File: src/rtl/mode_transition_arbiter.sv
// Table-driven mode arbiter: fixed-priority toggle resolution against a permission
// mask, per-mode timed auto-return, lock input and a saturating dwell-seconds counter.
module mode_transition_arbiter #(
    parameter int NUM_MODES  = 7,
    parameter int MODE_WIDTH = 8,
    parameter int CNT_WIDTH  = 8,
    parameter int RESET_MODE = 0,
    // Row src occupies bits [src*NUM_MODES +: NUM_MODES]; bit dst within the row permits src->dst.
    parameter logic [NUM_MODES*NUM_MODES-1:0] ALLOW_MASK = {
        7'h03,   // SET    -> OFF, STAND
        7'h03,   // CLEAN  -> OFF, STAND
        7'h0B,   // THIRD  -> OFF, STAND, SECOND
        7'h07,   // SECOND -> OFF, STAND, FIRST
        7'h0B,   // FIRST  -> OFF, STAND, SECOND
        7'h7D,   // STAND  -> all but itself
        7'h02    // OFF    -> STAND
    },
    parameter logic [NUM_MODES*CNT_WIDTH-1:0] TIMEOUT_VEC = {
        8'd0, 8'd180, 8'd60, 8'd0, 8'd0, 8'd0, 8'd0
    },
    parameter logic [NUM_MODES*MODE_WIDTH-1:0] TARGET_VEC = {
        8'd0, 8'd1, 8'd3, 8'd0, 8'd0, 8'd0, 8'd0
    }
) (
    input  logic                  clk,
    input  logic                  rstn,
    input  logic                  tick_1s,
    input  logic [NUM_MODES-1:0]  mode_toggle,
    input  logic                  mode_lock,
    output logic [MODE_WIDTH-1:0] current_mode,
    output logic [MODE_WIDTH-1:0] previous_mode,
    output logic                  mode_changed,
    output logic                  timeout_pulse,
    output logic                  reject_pulse,
    output logic [CNT_WIDTH-1:0]  dwell_seconds
);

    localparam logic [MODE_WIDTH-1:0] RESET_M   = MODE_WIDTH'(RESET_MODE);
    localparam logic [MODE_WIDTH-1:0] LAST_M    = MODE_WIDTH'(NUM_MODES - 1);
    localparam logic [CNT_WIDTH-1:0]  DWELL_MAX = '1;

    logic                  illegal;
    int                    cur_idx;
    logic                  win_vld;
    logic [MODE_WIDTH-1:0] win_mode;
    logic                  rej;
    logic [CNT_WIDTH-1:0]  tmo_limit;
    logic [MODE_WIDTH-1:0] tmo_target;
    logic                  tmo_fire;

    logic [MODE_WIDTH-1:0] mode_nxt;
    logic [MODE_WIDTH-1:0] prev_nxt;
    logic [CNT_WIDTH-1:0]  dwell_nxt;
    logic                  changed_nxt;
    logic                  tmo_nxt;
    logic                  rej_nxt;

    always_comb begin
        illegal  = (current_mode > LAST_M);
        cur_idx  = illegal ? 0 : int'(current_mode);
        win_vld  = 1'b0;
        win_mode = RESET_M;
        rej      = 1'b0;
        // Scan high to low so the lowest-index allowed request is the one left standing.
        for (int d = NUM_MODES - 1; d >= 0; d--) begin
            if (mode_toggle[d] && (d != cur_idx)) begin
                if (ALLOW_MASK[cur_idx*NUM_MODES + d] && (!mode_lock || (d == 0))) begin
                    win_vld  = 1'b1;
                    win_mode = MODE_WIDTH'(d);
                end else begin
                    rej = 1'b1;
                end
            end
        end

        tmo_limit  = TIMEOUT_VEC[cur_idx*CNT_WIDTH +: CNT_WIDTH];
        tmo_target = TARGET_VEC[cur_idx*MODE_WIDTH +: MODE_WIDTH];
        tmo_fire   = !win_vld && tick_1s && (tmo_limit != '0) &&
                     (dwell_seconds == tmo_limit - CNT_WIDTH'(1));

        mode_nxt    = current_mode;
        prev_nxt    = previous_mode;
        dwell_nxt   = dwell_seconds;
        changed_nxt = 1'b0;
        tmo_nxt     = 1'b0;
        rej_nxt     = 1'b0;

        if (illegal) begin
            mode_nxt    = RESET_M;
            prev_nxt    = current_mode;
            dwell_nxt   = '0;
            changed_nxt = 1'b1;
        end else begin
            rej_nxt = rej;
            if (win_vld) begin
                mode_nxt    = win_mode;
                prev_nxt    = current_mode;
                dwell_nxt   = '0;
                changed_nxt = 1'b1;
            end else if (tmo_fire) begin
                mode_nxt    = tmo_target;
                prev_nxt    = current_mode;
                dwell_nxt   = '0;
                changed_nxt = 1'b1;
                tmo_nxt     = 1'b1;
            end else if (tick_1s && (dwell_seconds != DWELL_MAX)) begin
                dwell_nxt = dwell_seconds + CNT_WIDTH'(1);
            end
        end
    end

    always_ff @(posedge clk or negedge rstn) begin
        if (!rstn) begin
            current_mode  <= RESET_M;
            previous_mode <= RESET_M;
            dwell_seconds <= '0;
            mode_changed  <= 1'b0;
            timeout_pulse <= 1'b0;
            reject_pulse  <= 1'b0;
        end else begin
            current_mode  <= mode_nxt;
            previous_mode <= prev_nxt;
            dwell_seconds <= dwell_nxt;
            mode_changed  <= changed_nxt;
            timeout_pulse <= tmo_nxt;
            reject_pulse  <= rej_nxt;
        end
    end

endmodule

File: config.mk
export PLATFORM = sky130hd
export DESIGN_NAME = mode_transition_arbiter
export DESIGN_NICKNAME = d
export VERILOG_FILES = /design/src/rtl/mode_transition_arbiter.sv
export SDC_FILE = /design/constraint.sdc
export NUM_CORES = 1
export LEC_CHECK = 0
export CORE_MARGIN = 2
export CORE_UTILIZATION = 51
export CTS_BUF_LIST = sky130_fd_sc_hd__clkbuf_4 sky130_fd_sc_hd__clkbuf_8 sky130_fd_sc_hd__clkbuf_16
export CTS_CLUSTER_SIZE = 14
export DETAILED_ROUTE_END_ITERATION = 10
export PLACE_DENSITY_LB_ADDON = 0.2
export SYNTH_ARGS = -nofsm -noshare
export SYNTH_HDL_FRONTEND = slang
export SYNTH_SLANG_ARGS = --single-unit
export TNS_END_PERCENT = 5
File: constraint.sdc
create_clock -name clk -period 4.6 [get_ports clk]
set_input_delay 1.15 -clock clk [delete_from_list [all_inputs] [get_ports clk]]
set_output_delay 1.15 -clock clk [all_outputs]
set_load 0.02 [all_outputs]
==> impl_metrics.yaml, run 1 <==
clocking:
  htreeDepth: 1
  cts_made_buffers: 3
  hold_buffers: 0
  clkSinkCount: 17
  path_clk_slew_ns: 0.07
  insertion_delay_ns: 0.26
  clockBufferDepth: 2
  root_buffer: "clkbuf_8"
  cts_tree: "built"
sta:
  setup_ws_ns: 0.142
  tns_ns: 0
  rsz0062_at_grt: "yes"
  slew_headroom: 0.478
  fin_crit_sh: 0.969
  finalHoldViolCount: 0
  post-route-min-period_ns: 4.46
  drv_slew: 0
  finalSetupViolCount: 0
  fin_skew_ns: 0.00142
  clock.fmax_mhz: 224
  worst_slew_pin_slew_ns: 0.780
die:
  die_area_sq_um: 6170
  die_w_um: 78.5
  core-area_sq_um: 5440
  fp.dieH_um: 78.5
  io_pins: 38
  initial_core_util: 0.521
  rows: 27
yosys:
  synth_flop_cell: "dfrtp_1"
  synth_top_cell_by_area: "dfrtp_1"
  syn_area_sq_um: 2830
  synthArstFlopShare: 1.00
  synth-edff-count: 0
  seq_area_frac_synth: 0.150
  synth_area_per_cell_sq_um: 7.94
  synth_warnings: 0
  synth.area.top_cells: "dfrtp_1 15%, ha_1 11%, xnor2_1 6.5%"
  synth-seq-cells: 17
  synth_cell_types: 70
  synth_top_area_share: 0.150
  syn_inst: 357
routing:
  vias: 2859
  drt_iter0_drc: 260
  drc: 0
  first_pass_iters: 5
  wl_per_cell_um: 16.4
  avgViaCountPerCell: 6.03
  wl_mm: 7.79
  antenna_left: 0
worst_setup_path:
  cp_max_fo: 6
  critPathArrivalTime_ns: 4.60
  crit_slowest_cell: "fa_2"
  crit_type: "register to register"
  cp-start-kind: "register"
  cp_cell_sequence: "a21boi_4, clkinv_2, fa_1, inv_1, fa_2, ha_2, buf_4, nor2b_4, xnor2_1, a2111o_1, and3_4, nor4_4, o2111ai_4, nand4b_4, mux2_2"
  end_kind: "register"
  critical_path_required_ns: 4.74
  slowest_delay_ns: 0.64
global_route:
  grt_pass1_wl_mm: 12.6
  grt_usage: 0.255
  antenna_found_initial: 0
  grt_pass1_vias: 2635
  grt_max_degree: 18
  grt_remaining_overflow: 0
layout:
  drive_gt1_frac: 0.189
  layout_commonest_cell: "nor2_1"
  final_cell_mix: "34 x nor2_1, 32 x nand2_1, 31 x buf_4, 27 x clkdlybuf4s50_1, 24 x ha_1"
  antenna_cells: 0
  nets: 442
  fin_cells: 474
  area_delta_synth_final_pct: 21.9
job:
  timing.max_cap.violations: 0
worst_hold_path:
  hold_class: "register to register"
placement:
  io_buffers: 27
  place.gp.congestion: 0.916
  pre_cts_ws_ns: 0.0355
  dp_hpwl_mm: 6.13
  placedCellCount: 469
status:
  outcome: "complete, no violations"
state kept, by name, indices dropped and copies added (netlist names):
register / count
reject_pulse: 1
current_mode: 3
timeout_pulse: 1
previous_mode: 3
dwell_seconds: 8
mode_changed: 1
through the flow:
step,utilization,instance area (sq um),hold WS (ns)
final,0.635,3450,0.519
after global routing,0.635,3450,0.552
after detailed placement,0.611,3320,0.508
after global placement,0.611,3320,0.503
after CTS,0.620,3370,0.524
after floorplan,-,2910,0.636
cell families after synthesis:
family | Yosys count | synth area share
AND/OR/NAND/NOR | 123 | 0.223
multiplexers | 19 | 0.0711
other | 2 | 0.00265
XOR/XNOR | 30 | 0.0993
flip-flops | 17 | 0.150
buffers and inverters | 44 | 0.0817
adder cells (fa/ha/maj) | 28 | 0.132
AO/OA/AOI/OAI | 94 | 0.241
worst max-delay path: cells and delay by family (launching register included):
family | cells | cell delay, ns
AOI/OAI and AO/OA | 3 | 0.84
xor gates and xnor gates | 1 | 0.12
adders and majority gates | 3 | 1.42
buffers and inverters | 3 | 0.31
DFF | 1 | 0.47
muxes | 1 | 0.35
and+or+nand+nor | 4 | 0.82
cells in the mapped netlist (5+ instances only):
cell / number
nand4_1: 6
nor2_1: 34
dfrtp_1: 17
mux2i_1: 10
a21oi_1: 17
nand2_1: 33
buf_2: 5
mux2_2: 9
xnor2_1: 21
xor2_1: 8
o211ai_1: 5
nand3_1: 16
a31oi_1: 8
clkbuf_1: 6
nor2b_1: 5
nand2b_1: 5
a211oi_1: 6
o21ai_0: 21
buf_4: 10
ha_1: 25
inv_1: 16
timing repair:
action / in CTS / in global routing
endpoints found under the setup margin: 0 / 14
setup buffers: 0 / 1
resized for setup: 0 / 14
per-layer routing:
metal | wire length, um | global-route usage
met4 | 68 | 0.0509
met2 | 3710 | 0.411
met3 | 411 | 0.0356
met1 | 3600 | 0.364
met5 | 0 | 0
area by class of cell:
cell class              instances  area, sq um
multi-input cells             305         2310
inverters                      18         72.6
clock buffers                   3         41.3
fillers                       471         1980
repair buffers                 58          503
clock inverters                 1         7.51
well taps                      72         90.1
flip-flops and latches         17          429
final timing paths:
kind / startpoint / endpoint / slack (ns) / cells past startpoint
setup reg to reg: current_mode[1]$_DFFE_PN0P_ / previous_mode[1]$_DFFE_PN0P_ / 0.14 / 15
hold reg to reg: previous_mode[1]$_DFFE_PN0P_ / previous_mode[1]$_DFFE_PN0P_ / 0.52 / 1
hold / removal: previous_mode[1]$_DFFE_PN0P_ / previous_mode[1]$_DFFE_PN0P_ / 0.52 / 1
setup / recovery: current_mode[1]$_DFFE_PN0P_ / previous_mode[1]$_DFFE_PN0P_ / 0.14 / 15
max in group asynchronous: rstn / current_mode[0]$_DFFE_PN0P_ / 2.72 / 1
min in group asynchronous: rstn / dwell_seconds[3]$_DFFE_PN0P_ / 1.35 / 1
Power of run 1 is left out: the tool's default activity adds up to more than one toggle a clock period on the data nets, which glitch-free logic cannot reach.
==> inputs of run 2 (changes only) <==
CORE_ASPECT_RATIO = 0.5   (was not set)
==> run 2 against run 1 <==
Compared with the run above: fmax fell by 0.41%; sequential share of layout area fell by 0.37 points; via count rose by 1.4%; die area rose by 0.58%; critical path depth fell by 1; first-iteration DRC count rose by 4.6%; utilization rose by 2.2 points; design area rose by 3.0%; hold slack got worse by 0.0041 ns; critical path type unchanged.
==> impl_metrics.yaml, run 2 (synthesis gave the netlist of run 1 again) <==
sta:
  finalHoldViolCount: 0
  fin_crit_sh: 0.973
  rsz0062_at_grt: "yes"
  slew_headroom: 0.467
  post-route-min-period_ns: 4.48
  clock.fmax_mhz: 223
  finalSetupViolCount: 0
  drv_slew: 0
  worst_slew_pin_slew_ns: 0.796
  fin_skew_ns: 0.00227
layout:
  top_register: "dwell_seconds"
  antenna_cells: 0
  regArea_sq_um: 429
  final_cell_mix: "38 x buf_4, 34 x nor2_1, 32 x nand2_1, 27 x clkdlybuf4s50_1, 22 x ha_1"
  nets: 450
  largest_reg_flops: 8
  nFillCells: 445
  multi_input_area_sq_um: 2340
  drive_gt1_frac: 0.217
  layout_commonest_cell: "buf_4"
  area_delta_synth_final_pct: 25.6
  largestRegisters: "dwell_seconds: 8 flops, current_mode: 3 flops, previous_mode: 3 flops"
  fin_cells: 483
global_route:
  grt_usage: 0.273
  grt_pass1_vias: 2779
  grt_max_degree: 22
  grt_remaining_overflow: 0
  grt_pass1_wl_mm: 13.4
  antenna_found_initial: 0
worst_setup_path:
  cp-start-kind: "register"
  crit_type: "register to register"
  cp_max_fo: 6
  crit_slowest_cell: "fa_2"
  end_kind: "register"
  critPathArrivalTime_ns: 4.61
  slowest_delay_ns: 0.70
  cp_cell_sequence: "a21boi_4, clkinv_2, fa_1, inv_1, fa_2, ha_4, nor2b_4, xnor2_1, a2111o_1, and3_4, o21ai_1, o2111ai_4, nand4b_4, mux2_2"
  critical_path_required_ns: 4.73
clocking:
  path_clk_slew_ns: 0.07
  hold_buffers: 0
  clkSinkCount: 17
  cts_made_buffers: 3
  htreeDepth: 1
  cts_tree: "built"
  root_buffer: "clkbuf_8"
  clockBufferDepth: 2
  insertion_delay_ns: 0.25
die:
  fp.dieH_um: 56.7
  io_pins: 38
  core-area_sq_um: 5420
  die_w_um: 109
  rows: 19
  die_area_sq_um: 6210
  initial_core_util: 0.523
routing:
  wl_mm: 8.30
  drt_iter0_drc: 272
  vias: 2899
  first_pass_iters: 5
  antenna_left: 0
  avgViaCountPerCell: 6.00
  drc: 0
  wl_per_cell_um: 17.2
placement:
  placedCellCount: 477
  io_buffers: 27
  place.gp.congestion: 0.953
  dp_hpwl_mm: 6.42
status:
  outcome: "complete, no violations"
job:
  timing.max_cap.violations: 0
worst_hold_path:
  hold_class: "register to register"
-- run 2: cell types whose count changed in the layout (fill, tap and decap cells not counted), sizes merged --
| cell | before | now |
|---|---|---|
| buf | 31 | 39 |
| clkbuf | 3 | 4 |
| clkinvlp | 2 | 1 |
-- run 2: final timing paths --
kind,cells after the start,to,startpoint,slack [ns]
min in group asynchronous,1,dwell_seconds[6]$_DFFE_PN0P_,rstn,1.36
worst min-delay path,1,previous_mode[2]$_DFFE_PN0P_,previous_mode[2]$_DFFE_PN0P_,0.51
worst max register to register,14,previous_mode[0]$_DFFE_PN0P_,current_mode[1]$_DFFE_PN0P_,0.12
worst min register to register,1,previous_mode[2]$_DFFE_PN0P_,previous_mode[2]$_DFFE_PN0P_,0.51
max in group asynchronous,1,current_mode[0]$_DFFE_PN0P_,rstn,2.69
worst max-delay path,14,previous_mode[0]$_DFFE_PN0P_,current_mode[1]$_DFFE_PN0P_,0.12
-- run 2: critical path, delay by kind of cell, from the launching register on --
kind,cells,cell delay (ns)
buffers and inverters,2,0.19
xor gates and xnor gates,1,0.11
and+or+nand+nor,3,0.55
AOI/OAI and AO/OA,4,1.18
DFF,1,0.49
muxes,1,0.36
adders and majority gates,3,1.47
-- run 2: per-stage QoR --
| step | hold WS [ns] | setup slack (ns) | utilization | TNS, ns | area, sq um |
|---|---|---|---|---|---|
| 2_1_floorplan | 0.636 | 0.0152 | - | 0 | 2910 |
| 3_5_place_dp | 0.501 | -0.0279 | 0.623 | -0.0450 | 3380 |
| 6_report | 0.515 | 0.123 | 0.657 | 0 | 3560 |
| 3_3_place_gp | 0.496 | 0.135 | 0.623 | 0 | 3380 |
| 4_1_cts | 0.516 | 0.0201 | 0.632 | 0 | 3430 |
| 5_1_grt | 0.546 | -0.106 | 0.657 | -0.255 | 3560 |
-- run 2: cell type report --
type,instances,area share
Tap cell,73,0.0257
Inverter,18,0.0204
Multi-Input combinational cell,305,0.658
Timing Repair Buffer,66,0.162
Clock buffer,4,0.0137
Sequential cell,17,0.121
-- run 2: timing repair --
item / in CTS / in global routing
gates resized for setup: 1 / 23
pin swaps: 0 / 7
endpoints found under the setup margin: 4 / 15
setup buffers: 0 / 2
gates cloned: 0 / 0
-- run 2: layer usage --
layer | routed length [um] | global-route usage | up-vias
met5 | 0 | 0 | -
met4 | 135 | 0.0651 | 0
met3 | 587 | 0.0430 | 16
met2 | 3950 | 0.475 | 133
met1 | 3620 | 0.355 | 1375
li1 | - | - | 1375
Power of run 2 is left out for the same reason.
==> inputs of run 3 (changes only) <==
CAP_MARGIN = 20   (was not set)
==> results of run 3 <==
The final DEF is identical to that of run 2; final timing and power are the same.
Power of run 3 is left out for the same reason.
